File: config.mk
export PLATFORM = sky130hd
export DESIGN_NAME = keypad_scan_debounce
export DESIGN_NICKNAME = d
export VERILOG_FILES = /design/src/rtl/keypad_pkg.sv /design/src/rtl/keypad_row_scanner.sv /design/src/rtl/keypad_scan_debounce.sv
export SDC_FILE = /design/constraint.sdc
export NUM_CORES = 1
export LEC_CHECK = 0
export ABC_AREA = 1
export CAP_MARGIN = 15
export CORE_MARGIN = 3
export CORE_UTILIZATION = 49
export DETAILED_ROUTE_END_ITERATION = 10
export GPL_ROUTABILITY_DRIVEN = 1
export PLACE_DENSITY = 0.77
export SLEW_MARGIN = 10
export SYNTH_ARGS = -nofsm -noshare
export SYNTH_HDL_FRONTEND = slang
export SYNTH_SLANG_ARGS = --single-unit
File: constraint.sdc
create_clock -name clock -period 7.2 [get_ports clock]
set_clock_uncertainty 0.2 [all_clocks]
set_input_delay 2.16 -clock clock [delete_from_list [all_inputs] [get_ports clock]]
set_output_delay 2.16 -clock clock [all_outputs]
set_load 0.02 [all_outputs]
File: src/rtl/keypad_pkg.sv
// rtl/keypad_pkg.sv - key codes, keypad position-to-code map and FSM state encodings
package keypad_pkg;

    localparam logic [3:0] KEY_NONE = 4'hF;
    localparam logic [3:0] KEY_STAR = 4'hA;
    localparam logic [3:0] KEY_HASH = 4'hB;

    typedef enum logic [1:0] {
        SCAN         = 2'd0,
        LATCHED      = 2'd1,
        WAIT_RELEASE = 2'd2
    } state_t;

    // Position index is row*3 + col, row0 = {1,2,3} ... row3 = {*,0,#}
    function automatic logic [3:0] key_code(input int idx);
        case (idx)
            0:       key_code = 4'h1;
            1:       key_code = 4'h2;
            2:       key_code = 4'h3;
            3:       key_code = 4'h4;
            4:       key_code = 4'h5;
            5:       key_code = 4'h6;
            6:       key_code = 4'h7;
            7:       key_code = 4'h8;
            8:       key_code = 4'h9;
            9:       key_code = KEY_STAR;
            10:      key_code = 4'h0;
            11:      key_code = KEY_HASH;
            default: key_code = KEY_NONE;
        endcase
    endfunction

endpackage

File: src/rtl/keypad_row_scanner.sv
// rtl/keypad_row_scanner.sv - row slot divider, active-low row rotation, sample strobe and sweep_done pulse
module keypad_row_scanner #(
    parameter int SCAN_DIV = 30000
) (
    input  logic       clock,
    input  logic       reset,
    output logic [3:0] rows,
    output logic [1:0] row_idx,
    output logic       sample,
    output logic       sweep_done
);

    localparam int CW = $clog2(SCAN_DIV);

    logic [CW-1:0] slot_cnt_q;
    logic [1:0]    row_q;

    // Columns are read at the very end of a slot so the row drive has settled
    assign sample     = (slot_cnt_q == CW'(SCAN_DIV - 1));
    assign sweep_done = sample && (row_q == 2'd3);
    assign rows       = ~(4'b0001 << row_q);
    assign row_idx    = row_q;

    always_ff @(posedge clock) begin
        if (reset) begin
            slot_cnt_q <= '0;
            row_q      <= 2'd0;
        end else if (sample) begin
            slot_cnt_q <= '0;
            row_q      <= row_q + 2'd1;
        end else begin
            slot_cnt_q <= slot_cnt_q + CW'(1);
        end
    end

endmodule

File: src/rtl/keypad_scan_debounce.sv
// rtl/keypad_scan_debounce.sv - 3x4 keypad scan, sweep-level debounce and one-code-per-press latch with CPU ack
module keypad_scan_debounce
    import keypad_pkg::*;
#(
    parameter int SCAN_DIV        = 30000,
    parameter int DEBOUNCE_SWEEPS = 5
) (
    input  logic        clock,
    input  logic        reset,
    input  logic [2:0]  cols,
    output logic [3:0]  rows,
    input  logic [31:0] acknowledgeKey,
    output logic [3:0]  buttonPressed,
    output logic        key_valid,
    output logic [9:0]  dbg_led
);

    localparam int SW = $clog2(DEBOUNCE_SWEEPS + 1);

    logic [1:0]    row_idx;
    logic          sample;
    logic          sweep_done;
    logic [2:0]    cols_meta_q, cols_sync_q;
    logic [11:0]   samples_q;
    logic [11:0]   sweep_vec;
    logic [3:0]    n_down;
    logic [3:0]    hit_code;
    logic [3:0]    cand;
    logic [3:0]    cand_prev_q, cand_prev_d;
    logic [SW-1:0] stab_cnt_q, stab_cnt_d;
    logic          ack_prev_q;
    logic          ack_edge;
    logic          stable_now, stable_none, stable_key;
    state_t        state_q, state_d;
    logic [3:0]    code_q, code_d;
    logic          released_q, released_d;
    logic          unused_ack_bits;

    keypad_row_scanner #(.SCAN_DIV(SCAN_DIV)) u_scanner (
        .clock      (clock),
        .reset      (reset),
        .rows       (rows),
        .row_idx    (row_idx),
        .sample     (sample),
        .sweep_done (sweep_done)
    );

    assign unused_ack_bits = ^acknowledgeKey[31:1];
    assign ack_edge        = acknowledgeKey[0] & ~ack_prev_q;

    // Row 3's sample lands in the same cycle as sweep_done, so it is merged in directly
    always_comb begin
        sweep_vec        = samples_q;
        sweep_vec[11:9]  = ~cols_sync_q;
        n_down           = 4'd0;
        hit_code         = KEY_NONE;
        for (int i = 0; i < 12; i++) begin
            if (sweep_vec[i]) begin
                n_down   = n_down + 4'd1;
                hit_code = key_code(i);
            end
        end
        cand = (n_down == 4'd1) ? hit_code : KEY_NONE;
    end

    always_comb begin
        cand_prev_d = cand_prev_q;
        stab_cnt_d  = stab_cnt_q;
        if (sweep_done) begin
            if (cand == cand_prev_q) begin
                if (stab_cnt_q != SW'(DEBOUNCE_SWEEPS))
                    stab_cnt_d = stab_cnt_q + SW'(1);
            end else begin
                stab_cnt_d  = SW'(1);
                cand_prev_d = cand;
            end
        end
        stable_now  = sweep_done && (stab_cnt_d == SW'(DEBOUNCE_SWEEPS));
        stable_none = stable_now && (cand == KEY_NONE);
        stable_key  = stable_now && (cand != KEY_NONE);
    end

    always_comb begin
        state_d    = state_q;
        code_d     = code_q;
        released_d = released_q;
        case (state_q)
            SCAN: begin
                if (stable_key) begin
                    code_d     = cand;
                    released_d = 1'b0;
                    state_d    = LATCHED;
                end
            end
            LATCHED: begin
                if (stable_none)
                    released_d = 1'b1;
                if (ack_edge) begin
                    code_d  = KEY_NONE;
                    state_d = (released_q || stable_none) ? SCAN : WAIT_RELEASE;
                end
            end
            WAIT_RELEASE: begin
                if (stable_none)
                    state_d = SCAN;
            end
            default: begin
                state_d = SCAN;
                code_d  = KEY_NONE;
            end
        endcase
    end

    always_ff @(posedge clock) begin
        if (reset) begin
            cols_meta_q <= 3'b111;
            cols_sync_q <= 3'b111;
            samples_q   <= '0;
            cand_prev_q <= KEY_NONE;
            stab_cnt_q  <= '0;
            ack_prev_q  <= 1'b0;
            state_q     <= SCAN;
            code_q      <= KEY_NONE;
            released_q  <= 1'b0;
        end else begin
            cols_meta_q <= cols;
            cols_sync_q <= cols_meta_q;
            if (sample)
                samples_q[int'(row_idx) * 3 +: 3] <= ~cols_sync_q;
            cand_prev_q <= cand_prev_d;
            stab_cnt_q  <= stab_cnt_d;
            ack_prev_q  <= acknowledgeKey[0];
            state_q     <= state_d;
            code_q      <= code_d;
            released_q  <= released_d;
        end
    end

    assign buttonPressed = code_q;
    assign key_valid     = (state_q == LATCHED);
    assign dbg_led       = (code_q < 4'd10) ? (10'd1 << code_q) : 10'd0;

endmodule

==> results list <==
- The run finished with clean final reports.
- The library cells used most frequently in the layout, excluding fill and tap cells, are sky130_fd_sc_hd__nand2_1 (93), sky130_fd_sc_hd__inv_1 (75), sky130_fd_sc_hd__buf_4 (58), sky130_fd_sc_hd__nand3_1 (47), sky130_fd_sc_hd__nor2_1 (46).
- Via count of the routed design: 3752
* Die ar.: 7990 sq um
- Clock net sink count: 47
- Unique cell type count in the Yosys netlist: 37
- Layout overhead on the synthesized area: 33.6%
- In this run the tightest slew margin relative to its limit is 0.536.
* GRT Resource Usage Total: 0.215
* Required time of the critical path: 7.18 ns
- Mean instance size in the synthesized netlist: 6.56 sq um
- Number of buffers created by CTS: 5
- Final period demand of the worst path: 6.95 ns
* Total of endpoints with negative setup slack in the final report: 0
- Post-place setup slack: -0.224 ns
- The share of the Yosys chip area taken by registers is 0.276.
- Remaining design rule violation count: 0
- Pin placement for this block handled 56 I/O pins.
* Largest net degree at the start of global routing: 20
- After clock tree synthesis, the clock-pin slew on the worst setup and hold paths is 0.09 ns.
* Vias per cell: 5.48
- Via count of the first global-routing pass: 3322
* Root Buffer: sky130_fd_sc_hd__clkbuf_8
- Number of antenna violations at the first check in global routing: 0
* Number of DRC markers in iteration 0: 319
- Max-cap violations in this run came to 0.
* Number of failing hold endpoints at the final stage: 0
- Number of instances on the worst hold path: 1
- The die is 89.4 microns tall.
- Post-synthesis register bit count: 47
* Die Wd: 89.4 microns
* Worst hold path class: register to register
- The critical path contains buffers and inverters numbering 7 combined.
- In this design, the critical path's most frequently occurring cell is sky130_fd_sc_hd__nand2_2.
* Critical path start-end classification: register to register
* Most common cell after layout, fill and taps aside: sky130_fd_sc_hd__nand2_1
- Synthesis produced 519 cells.
- Maximum count of clock buffers along a single path: 2
* Crit. End Element: register
- Least-Margin Pin Slew: 0.694 ns
- Dividing the final minimum period by the clock period gives 0.966.
- Slowest CP cell: sky130_fd_sc_hd__dfxtp_2
- Final HPWL DP: 5680 microns
- Total Wirelength: 9080 microns
* Std cell rows: 29
- The first detailed-routing pass took 6 iterations.
- In the final layout, the share of cells above drive strength 1 is 0.299.
- Final GP Congestion: 0.844
- Number of inserted filler cells in the final layout: 498
- Total of buffers placed on input and output ports: 24
* Syn. warnings: 0
- The number of nets handed over by synthesis was 577.
- Clock insertion delay at the later pin of the skew report: 0.31 ns
- Type of origin of the critical path: register
- Ranked by total cell area, the synthesized netlist is headed by sky130_fd_sc_hd__dfxtp_1 (28%), sky130_fd_sc_hd__nand2_1 (13%), sky130_fd_sc_hd__inv_1 (8.9%).
* Max FO, Critical Path: 5
- The share of synthesized area in the top cell type comes to 0.276.
* Top cell family by delay on the critical path: simple AND/OR/NAND/NOR gates
- Min setup slack post-route: 0.247 ns
- Data arrives at the worst endpoint at 6.93 ns.
- Routed wirelength normalized by instance count: 13.3 microns
- Cell count of the worst reg-to-reg path: 49
- The initial utilization of the core area, before any placement, comes to 0.521.
* Slew Limit Fails: 0
- The largest single stage delay on the critical path is 0.36 ns.
* Crit. path cell count: 49
* CORE AREA: 6530 sq um
- The mapped netlist covers 3410 sq um.
- Fin Setup TNS: 0 ns
- Dividing total power by cell area gives a power density of 104 nW/um^2.
- Clock tree from TritonCTS: built
- Final layout net count: 665
* Number of buffers inserted by hold repair at cts: 0
- Antenna diode count: 0
* Peak supply drop: 0.000135 V
* Count of nets left with antenna violations after detail routing: 0
- Global-route wire length before repair: 13800 microns
- Gr ovfl total: 0
- In this run the static leakage power is 2.26 nW.
- Htree depth: 2
* Post-synth top area cell: sky130_fd_sc_hd__dfxtp_1
- Static timing analysis puts the maximum clock frequency at 144 MHz.
[sequential cells by signal (all words and copies together) (netlist names)]
register / count
cols_meta_q: 3
u_scanner.row_idx: 2
state_q: 2
u_scanner.slot_cnt_q: 15
stab_cnt_q: 3
buttonPressed: 4
samples_q: 9
cols_sync_q: 3
released_q: 1
ack_prev_q: 1
cand_prev_q: 4
[worst register-to-register path: cells and delay by family (launching register included)]
family,cells,cell delay (ns)
buffers and inverters,7,0.45
and+or+nand+nor,31,3.33
adders and majority gates,10,2.43
DFF,1,0.36
AOI/OAI and AO/OA,1,0.07
[path summary, 6_finish.rpt]
path	slack, ns	endpoint	start
setup reg to reg	0.25	buttonPressed[2]	samples_q[0]
hold reg to reg	0.21	cols_sync_q[0]	cols_meta_q[0]
hold / removal	0.21	cols_sync_q[0]	cols_meta_q[0]
setup / recovery	0.25	buttonPressed[2]	samples_q[0]
[synthesized netlist by cell type]
| cell type | n |
|---|---|
| sky130_fd_sc_hd__nor3b_1 | 2 |
| sky130_fd_sc_hd__nand3_2 | 14 |
| sky130_fd_sc_hd__xnor2_1 | 2 |
| sky130_fd_sc_hd__a211oi_1 | 7 |
| sky130_fd_sc_hd__o21ai_2 | 1 |
| sky130_fd_sc_hd__or2_1 | 1 |
| sky130_fd_sc_hd__a21boi_2 | 1 |
| sky130_fd_sc_hd__and2_1 | 1 |
| sky130_fd_sc_hd__ha_1 | 21 |
| sky130_fd_sc_hd__nand3_1 | 53 |
| sky130_fd_sc_hd__nand4_1 | 12 |
| sky130_fd_sc_hd__nor3_2 | 1 |
| sky130_fd_sc_hd__a2111o_1 | 1 |
| sky130_fd_sc_hd__nor2_1 | 47 |
| sky130_fd_sc_hd__or3_1 | 1 |
| sky130_fd_sc_hd__or2_2 | 13 |
| sky130_fd_sc_hd__clkbuf_1 | 4 |
| sky130_fd_sc_hd__mux2i_1 | 1 |
| sky130_fd_sc_hd__nor4_1 | 1 |
| sky130_fd_sc_hd__xor2_1 | 3 |
| sky130_fd_sc_hd__nor2_2 | 3 |
| sky130_fd_sc_hd__nor2_8 | 1 |
| sky130_fd_sc_hd__nand2_4 | 3 |
| sky130_fd_sc_hd__nand3b_1 | 1 |
| sky130_fd_sc_hd__nand2_1 | 114 |
| sky130_fd_sc_hd__nand4_2 | 1 |
| sky130_fd_sc_hd__a21oi_1 | 26 |
| sky130_fd_sc_hd__o21ai_0 | 14 |
| sky130_fd_sc_hd__nor3_1 | 9 |
| sky130_fd_sc_hd__o21a_1 | 1 |
| sky130_fd_sc_hd__a31oi_1 | 2 |
| sky130_fd_sc_hd__clkinv_1 | 1 |
| sky130_fd_sc_hd__dfxtp_1 | 47 |
| sky130_fd_sc_hd__inv_2 | 4 |
| sky130_fd_sc_hd__a21oi_2 | 1 |
| sky130_fd_sc_hd__inv_1 | 81 |
| sky130_fd_sc_hd__nand2_2 | 23 |
[power breakdown]
group / internal (W) / total (W) / switching (W)
Combinational: 0.0000187 / 0.0000414 / 0.0000227
Sequential: 0.000263 / 0.000265 / 0.00000251
Clock: 0.0000699 / 0.000165 / 0.0000954
Total: 0.000352 / 0.000472 / 0.000121
[cells by family after synthesis]
| group | share of synthesized area |
|---|---|
| AOI/OAI and AO/OA | 0.0918 |
| xor gates and xnor gates | 0.0129 |
| adders and majority gates | 0.0771 |
| buffers and inverters | 0.0992 |
| DFF | 0.276 |
| muxes | 0.00294 |
| and+or+nand+nor | 0.440 |
[layout make-up]
| cell class | instances | area, sq um | area share |
|---|---|---|---|
| clock buffers | 6 | 72.6 | 0.0159 |
| clock inverters | 2 | 16.3 | 0.00357 |
| multi-input cells | 382 | 2390 | 0.525 |
| inverters | 86 | 323 | 0.0709 |
| flip-flops and latches | 47 | 943 | 0.207 |
| repair buffers | 85 | 709 | 0.156 |
| well taps | 77 | 96.3 | 0.0212 |
[repair_timing]
| action | 4_1_cts | 5_1_grt |
|---|---|---|
| gates resized for setup | 14 | 53 |
| setup buffers | 34 | 11 |
| pin swaps | 9 | 37 |
| hold endpoints to repair | 0 | 0 |
| gates cloned | 0 | 0 |
| setup endpoints to repair | 12 | 14 |
[metrics by stage]
stage | power, W | hold WS [ns] | utilization | instances | cell area [sq um]
2_1_floorplan | 0.000293 | 0.189 | - | 519 | 3410
3_3_place_gp | 0.000304 | 0.191 | 0.593 | 635 | 3870
3_5_place_dp | 0.000305 | 0.194 | 0.593 | 635 | 3870
4_1_cts | 0.000469 | 0.217 | 0.652 | 677 | 4260
5_1_grt | 0.000486 | 0.219 | 0.697 | 685 | 4550
6_report | 0.000472 | 0.214 | 0.697 | 685 | 4550
[layer usage]
| metal | global-route usage | up-vias | share of wire | routed length (microns) |
|---|---|---|---|---|
| met5 | 0 | - | 0 | 0 |
| met3 | 0.0341 | 42 | 0.060 | 548 |
| li1 | - | 1850 | - | - |
| met1 | 0.254 | 1699 | 0.40 | 3680 |
| met2 | 0.384 | 161 | 0.49 | 4490 |
| met4 | 0.0880 | 0 | 0.040 | 362 |
Power figures use the tool's default switching activity.
